[src/rtl/softmax_classify_ctrl.sv]
// Sequencer around the SoftMax output stage: launches one pass, snoops the result
// write port for the argmax, and reports class, probability and an error flag.
module softmax_classify_ctrl #(
  parameter int unsigned DATA_WIDTH     = 32,
  parameter int unsigned DATA_NUM       = 10,
  parameter int unsigned ADR_WIDTH      = 4,
  parameter int unsigned TIMEOUT_CYCLES = 1024,
  parameter int unsigned TO_WIDTH       = 11
) (
  input  logic                  clk,
  input  logic                  rst,
  input  logic                  in_start,
  output logic                  out_busy,
  output logic                  out_done,
  output logic                  out_error,
  output logic [ADR_WIDTH-1:0]  out_class,
  output logic [DATA_WIDTH-1:0] out_maxProb,
  output logic                  sm_start,
  input  logic                  sm_done,
  input  logic                  sm_wr,
  input  logic [ADR_WIDTH-1:0]  sm_adrOut,
  input  logic [DATA_WIDTH-1:0] sm_dataOut
);

  typedef enum logic [1:0] {StIdle, StLaunch, StCollect, StFinish} state_e;

  localparam logic [TO_WIDTH-1:0]  WdLast   = TO_WIDTH'(TIMEOUT_CYCLES - 1);
  localparam logic [ADR_WIDTH:0]   NumLim   = (ADR_WIDTH + 1)'(DATA_NUM);
  localparam logic [DATA_NUM-1:0]  MaskFull = {DATA_NUM{1'b1}};

  state_e                state_q, state_d;
  logic [TO_WIDTH-1:0]   wd_q, wd_d;
  logic                  done_prev_q, done_prev_d;
  logic [DATA_NUM-1:0]   mask_q, mask_d;
  logic                  bad_q, bad_d;
  logic                  dup_q, dup_d;
  logic [ADR_WIDTH-1:0]  class_q, class_d;
  logic [DATA_WIDTH-1:0] max_q, max_d;
  logic                  err_q, err_d;
  logic                  busy_q, busy_d;
  logic                  done_q, done_d;
  logic                  start_q, start_d;
  logic                  done_edge, wd_expired, adr_ok, take;

  always_comb begin
    done_edge  = sm_done & ~done_prev_q;
    wd_expired = (wd_q == WdLast);
    adr_ok     = ({1'b0, sm_adrOut} < NumLim);
    // Strictly larger wins; on equal values the lower index wins regardless of order.
    take       = (sm_dataOut > max_q) | ((sm_dataOut == max_q) & (sm_adrOut < class_q));
  end

  // State register
  always_ff @(posedge clk or posedge rst) begin
    if (rst) state_q <= StIdle;
    else     state_q <= state_d;
  end

  // Next-state logic
  always_comb begin
    state_d = state_q;
    unique case (state_q)
      StIdle:    if (in_start) state_d = StLaunch;
      StLaunch:  state_d = StCollect;
      StCollect: if (done_edge || wd_expired) state_d = StFinish;
      StFinish:  state_d = StIdle;
      default:   state_d = StIdle;
    endcase
  end

  // Collection datapath
  always_comb begin
    wd_d        = wd_q;
    done_prev_d = done_prev_q;
    mask_d      = mask_q;
    bad_d       = bad_q;
    dup_d       = dup_q;
    class_d     = class_q;
    max_d       = max_q;
    err_d       = err_q;
    if (state_q == StLaunch) begin
      wd_d        = '0;
      done_prev_d = 1'b0;
      mask_d      = '0;
      bad_d       = 1'b0;
      dup_d       = 1'b0;
      class_d     = '0;
      max_d       = '0;
      err_d       = 1'b0;
    end else if (state_q == StCollect) begin
      wd_d        = wd_q + 1'b1;
      done_prev_d = sm_done;
      if (sm_wr) begin
        if (!adr_ok) begin
          bad_d = 1'b1;
        end else begin
          if (mask_q[sm_adrOut]) dup_d = 1'b1;
          mask_d[sm_adrOut] = 1'b1;
          if (take) begin
            max_d   = sm_dataOut;
            class_d = sm_adrOut;
          end
        end
      end
      // A write landing with the done edge must still count toward the error verdict.
      if (state_d == StFinish) begin
        err_d = (wd_expired & ~done_edge) | bad_d | dup_d | (mask_d != MaskFull);
      end
    end
  end

  // Output decode from the next state so every output leaves a flop
  always_comb begin
    busy_d  = (state_d != StIdle);
    done_d  = (state_d == StFinish);
    start_d = (state_d == StLaunch);
  end

  always_ff @(posedge clk or posedge rst) begin
    if (rst) begin
      wd_q        <= '0;
      done_prev_q <= 1'b0;
      mask_q      <= '0;
      bad_q       <= 1'b0;
      dup_q       <= 1'b0;
      class_q     <= '0;
      max_q       <= '0;
      err_q       <= 1'b0;
      busy_q      <= 1'b0;
      done_q      <= 1'b0;
      start_q     <= 1'b0;
    end else begin
      wd_q        <= wd_d;
      done_prev_q <= done_prev_d;
      mask_q      <= mask_d;
      bad_q       <= bad_d;
      dup_q       <= dup_d;
      class_q     <= class_d;
      max_q       <= max_d;
      err_q       <= err_d;
      busy_q      <= busy_d;
      done_q      <= done_d;
      start_q     <= start_d;
    end
  end

  assign out_busy    = busy_q;
  assign out_done    = done_q;
  assign out_error   = err_q;
  assign out_class   = class_q;
  assign out_maxProb = max_q;
  assign sm_start    = start_q;

endmodule

[config.mk]
export PLATFORM = sky130hd
export DESIGN_NAME = softmax_classify_ctrl
export DESIGN_NICKNAME = d
export VERILOG_FILES = /design/src/rtl/softmax_classify_ctrl.sv
export SDC_FILE = /design/constraint.sdc
export NUM_CORES = 1
export LEC_CHECK = 0
export ABC_AREA = 1
export BUFFER_PORTS_ARGS = -buffer_cell sky130_fd_sc_hd__buf_2
export CAP_MARGIN = 25
export CORE_MARGIN = 1
export CORE_UTILIZATION = 52
export CTS_BUF_LIST = sky130_fd_sc_hd__clkbuf_8
export DETAILED_ROUTE_END_ITERATION = 6
export GPL_TIMING_DRIVEN = 0
export MAX_ROUTING_LAYER = met4
export PLACE_DENSITY = 0.79
export SLEW_MARGIN = 20
export SYNTH_ARGS = -nofsm -noshare
export SYNTH_HDL_FRONTEND = slang
export SYNTH_SLANG_ARGS = --single-unit
[constraint.sdc]
create_clock -name clk -period 1.9 [get_ports clk]
set_clock_uncertainty 0.1 [all_clocks]
set_input_delay 0.285 -clock clk [delete_from_list [all_inputs] [get_ports clk]]
set_output_delay 0.285 -clock clk [all_outputs]
set_load 0.02 [all_outputs]
# == Yosys cells after proc, flatten, opt, wreduce, memory -nomap -nowiden ==
# Cells that the tools add are included.
# W data, S select, Z words.
# totals
regBits,66
output_inout_bits,40
inputBits,41
wordCells,90
# op_classes
n_bitwise,10
mux,43
add_sub_neg,1
n_reduce_logical,11
order_cmp,5
n_eq_ne,8
# ops
op,n
$mux W32,5
$mux W10,6
$eq A32 B32 Y1,1
$gt A32 B32 Y1,1
$mux W11,2
$mux W1,20
$mux W4,5
$reduce_bool A2 Y1,6
$add A11 B1 Y11 const B,1
$eq A11 B10 Y1 const B,1
$ne A10 B10 Y1 const B,1
$or A10 B10 Y10,1
$pmux W2 S4,1
$eq A2 B2 Y1 const B,3
$lt A4 B5 Y1 const B,1
$bmux W1 S4,1
$demux W1 S4,1
$eq A2 B1 Y1 const B,2
$ge A4 B1 Y1 const B,1
$lt A4 B4 Y1,1
$lt A4 B4 Y1 const B,1
$mux W2,2
$or A1 B1 Y1,4
$reduce_and A4 Y1,1
other kinds (6),9

# == Depth between registers and ports, before layout ==
# logic_depth
word_depth,14
depth_mapped,17
depth_no_buf,16

# == Least setup slack after synthesis ==
# OpenSTA, ideal clock, no wires.
# synth_path
path_kind,register to register
from,reg max_q[7] (netlist: out_maxProb[7])
to,reg max_q[14] (netlist: out_maxProb[14])
stages_incl_launch_ff,17
path_buffers,1
t_required_ns,1.683
period_less_slack_ns,2.016
setup_time_ns,0.117
setup_slack_ns,-0.116
arrival_time_ns,1.799
path_cell_list,dfrtp_1 inv_1 ha_1 nand2_1 nor2_2 nand2_1 nand2_1 nor2_1 nand2_1 nand2_1 nand2_1 nand2_1 nand2_4 nand2_8 buf_8 nand3_2 nand2_1
# synth_via
elab_chain_cells,5
elab_cells_between_ends,6
cone_classes,order compare: 1; eq/ne: 1; bitwise: 2; reduce/logical: 2
# synth_rtl
element,line_no,source
"start, declared",38,"logic [DATA_WIDTH-1:0] max_q, max_d;"
"start signal, assigned",139,max_q <= max_d;
branches (longest 2 deep; another with $gt A32 B32 Y1),n/a,
$or A1 B1 Y1 (*),50,take = (sm_dataOut > max_q) | ((sm_dataOut == max_q) & (sm_adrOut < class_q));
$reduce_bool A2 Y1 (no line) (*),n/a,
$reduce_and A4 Y1 (no line) (*),n/a,
# Every way passes the cells marked *.
# A chain may end at the register's enable or synchronous reset.

# == Worst setup path after layout ==
# layout_path
from,reg max_q[29] (netlist: out_maxProb[29])
to,reg class_q[3] (netlist: out_class[3])
# layout_via
elab_chain_cells,5
elab_cells_between_ends,6
cone_classes,order compare: 1; eq/ne: 1; bitwise: 2; reduce/logical: 2
# layout_rtl
element,line_no,source
branches (longest 2 deep; another with $gt A32 B32 Y1),n/a,
$or A1 B1 Y1 (*),50,
$reduce_bool A2 Y1 (no line) (*),n/a,
$reduce_and A4 Y1 (no line) (*),n/a,
"end signal, assigned",138,class_q <= class_d;
"end, declared",37,"logic [ADR_WIDTH-1:0] class_q, class_d;"
# Marked as above.

==> flow_metrics.tcl <==
set metrics [dict create \
    multi_input_area_sq_um 2620 \
    drtIter0Drc 370 \
    crit_type "flop to flop" \
    synthesis.instances 531 \
    drc 0 \
    final_cell_mix "85 x nand2_1, 82 x buf_2, 60 x inv_1" \
    tritoncts "done" \
    chipWidth_microns 92.9 \
    grt_pass1_vias 4156 \
    dieArea_sq_um 8630 \
    via_count 4691 \
    cp_cell_sequence "inv_2 -> ha_4 -> nand2_4 -> nor2_4 -> nand3_2 -> nor3_4 -> nand3_1 -> nand2_2 -> inv_8 -> nand2_8 -> clkbuf_16 -> nand3_2 -> nand2_1" \
    maxSlewViolCount 0 \
    required_ns 2.09 \
    start_util_pct 54.8 \
    syn_avg_cell_area_sq_um 8.09 \
    arrival_ns 2.45 \
    synth_warnings 0 \
    endpoint_kind "flop" \
    drv_cap 0 \
    fin_crit_sh_pct 119 \
    grt_first_pass_wirelength_mm 19.6 \
    critPathMaxFanout 8 \
    route.detailed.wl_per_inst_microns 18.6 \
    drive_gt1_share_pct 43.3 \
    clock_path_buffers 2 \
    setup_tns_ns -10.17 \
    gp_congestion 0.880 \
    final_nets 751 \
    cts.sinks 66 \
    area_growth_pct 40.0 \
    slowest_delay_ns 0.40 \
    drt_pass1_iterations 5 \
    cts-root-buf "clkbuf_8" \
    yosys.area.top_type_share_pct 38.4 \
    fp.dieH_microns 92.9 \
    seqCellArea_sq_um 1680 \
    track_usage_pct 30.1 \
    path_buf_inv 3 \
    synth-seq-cells 66 \
    grt_remaining_overflow 0 \
    synth_area_sq_um 4300 \
    antenna_found_initial 0 \
    pwr_density_cell_nw_per_um2 1680 \
    cp_top_family "simple AND/OR/NAND/NOR gates" \
    crit_slowest_cell "dfrtp_2" \
    hp-class "primary input to flop" \
    clk_pin_slew_ns 0.08 \
    finalWorstSetupSlack_ns -0.359 \
    max_slew_margin_pct 62.4 \
    min_period_ns 2.26 \
    numCtsBuffers 9 \
    rsz0062_at_grt "yes" \
    core_sq_um 7850 \
    cp_common_cell "nand3_2" \
    cp-start-kind "flop" \
    violations "setup timing" \
    p_leak_nw 2.97 \
    fillerInstances 500 \
    portBuffers 80 \
    hold_viol 0 \
    synth-seq-area-share_pct 38.4 \
    grt_max_degree 27 \
    diodes 0 \
    status "complete, but fails checks" \
    synth.area.top_cells "dfrtp_1 38%, ha_1 11%, nand2_1 9.2%" \
    setup_viol 36 \
    worst_skew_pair.late_latency_ns 0.37 \
    peakVddDrop_mv 0.982 \
    final_common_cell "nand2_1" \
    ios 81 \
    row_count 32 \
    ys_types 33 \
    h-tree-depth 3 \
    p_total_mw 10.1 \
    yosysTopAreaCell "dfrtp_1" \
    wl_mm 14.5 \
    dp_hpwl_mm 7.74 \
    ant_nets 0 \
    worstMarginPinSlew_ns 0.564 \
    max_freq_mhz 443 \
    synth_nets 611 \
    via_per_inst 6.03 \
]
==> final timing paths <==
path,startpoint,end,slack [ns],cells past startpoint
hold reg to reg,done_prev_q$_DFFE_PP0N_,done_prev_q$_DFFE_PP0N_,0.40,2
setup / recovery,out_maxProb[29]$_DFFE_PP0P_,out_class[3]$_DFFE_PP0P_,-0.36,13
hold / removal,sm_done,done_prev_q$_DFFE_PP0N_,0.07,3
setup reg to reg,out_maxProb[29]$_DFFE_PP0P_,out_class[3]$_DFFE_PP0P_,-0.36,13
max in group asynchronous,rst,out_maxProb[27]$_DFFE_PP0P_,0.61,5
min in group asynchronous,rst,out_class[1]$_DFFE_PP0P_,0.40,3
==> timing repair <==
item,4_1_cts,5_1_grt
hold buffers,1,0
gates resized for setup,39,68
cloned,1,4
setup endpoints to repair,45,44
pin swaps,10,25
endpoints found under the hold margin,20,0
setup buffers,24,17
==> Yosys cell counts, drive strengths merged <==
master and n:
nand2 109, inv 79, dfrtp 66, nand3 57, nor2 42, nand4 40
ha 39, o21ai 32, a21oi 31, buf 14, clkbuf 8, nor3 5
a211oi 2, a221oi 1, and3 1, nand3b 1, nor4 1, o211ai 1
o21a 1, o31ai 1
==> registers in the layout, summed over array words and instances (netlist names), 2 cells and up <==
name and cells:
mask_q 10, wd_q 11, state_q 2, out_class 4
out_maxProb 32
==> tightest hold or removal path: stages <==
cell and delay, ns:
buf_2 0.09, inv_1 0.06, o31ai_1 0.06
==> cell families after synthesis <==
kind of cell / count (synthesis) / synth area share, %
AND/OR/NAND/NOR: 256 / 31.6
flip-flops: 66 / 38.4
adder cells (fa/ha/maj): 39 / 11.4
AO/OA/AOI/OAI: 69 / 8.42
buffers and inverters: 101 / 10.2
==> metal layers <==
metal	share of wire (%)	routed length [microns]	vias up	global-route usage [%]
met5	0	0	-	-
li1	-	-	2062	-
met1	37	5390	2237	36.1
met3	8.6	1250	71	6.49
met2	50	7170	321	48.3
met4	4.6	666	0	14.4
==> report_power, final <==
group | internal [mW] | switching [mW] | leakage [nW]
Combinational | 2.57 | 3.85 | 2.04
Sequential | 2.00 | 0.464 | 0.843
Clock | 0.601 | 0.649 | 0.0873
Total | 5.17 | 4.97 | 2.97
==> final cells by class <==
cell class / instances / area share [%]
plain buffers: 22 / 3.37
inverters: 79 / 5.24
repair buffers: 128 / 14.6
flip-flops and latches: 66 / 27.8
multi-input cells: 365 / 43.6
clock inverters: 7 / 1.16
well taps: 102 / 2.12
clock buffers: 9 / 2.06
==> per-stage QoR <==
stage	area, sq um	utilization [%]	setup WS [ns]	hold WS (ns)	std cells
6_report	6020	76.7	-0.359	0.0705	778
5_1_grt	6020	76.7	-0.446	0.0923	778
4_1_cts	5510	70.3	-0.180	0.0742	757
3_5_place_dp	4910	62.6	-0.228	0.253	715
3_3_place_gp	4870	62.0	-0.191	0.368	713
2_1_floorplan	4340	-	-0.0390	0.328	531
(Power assumes the default switching activity.)
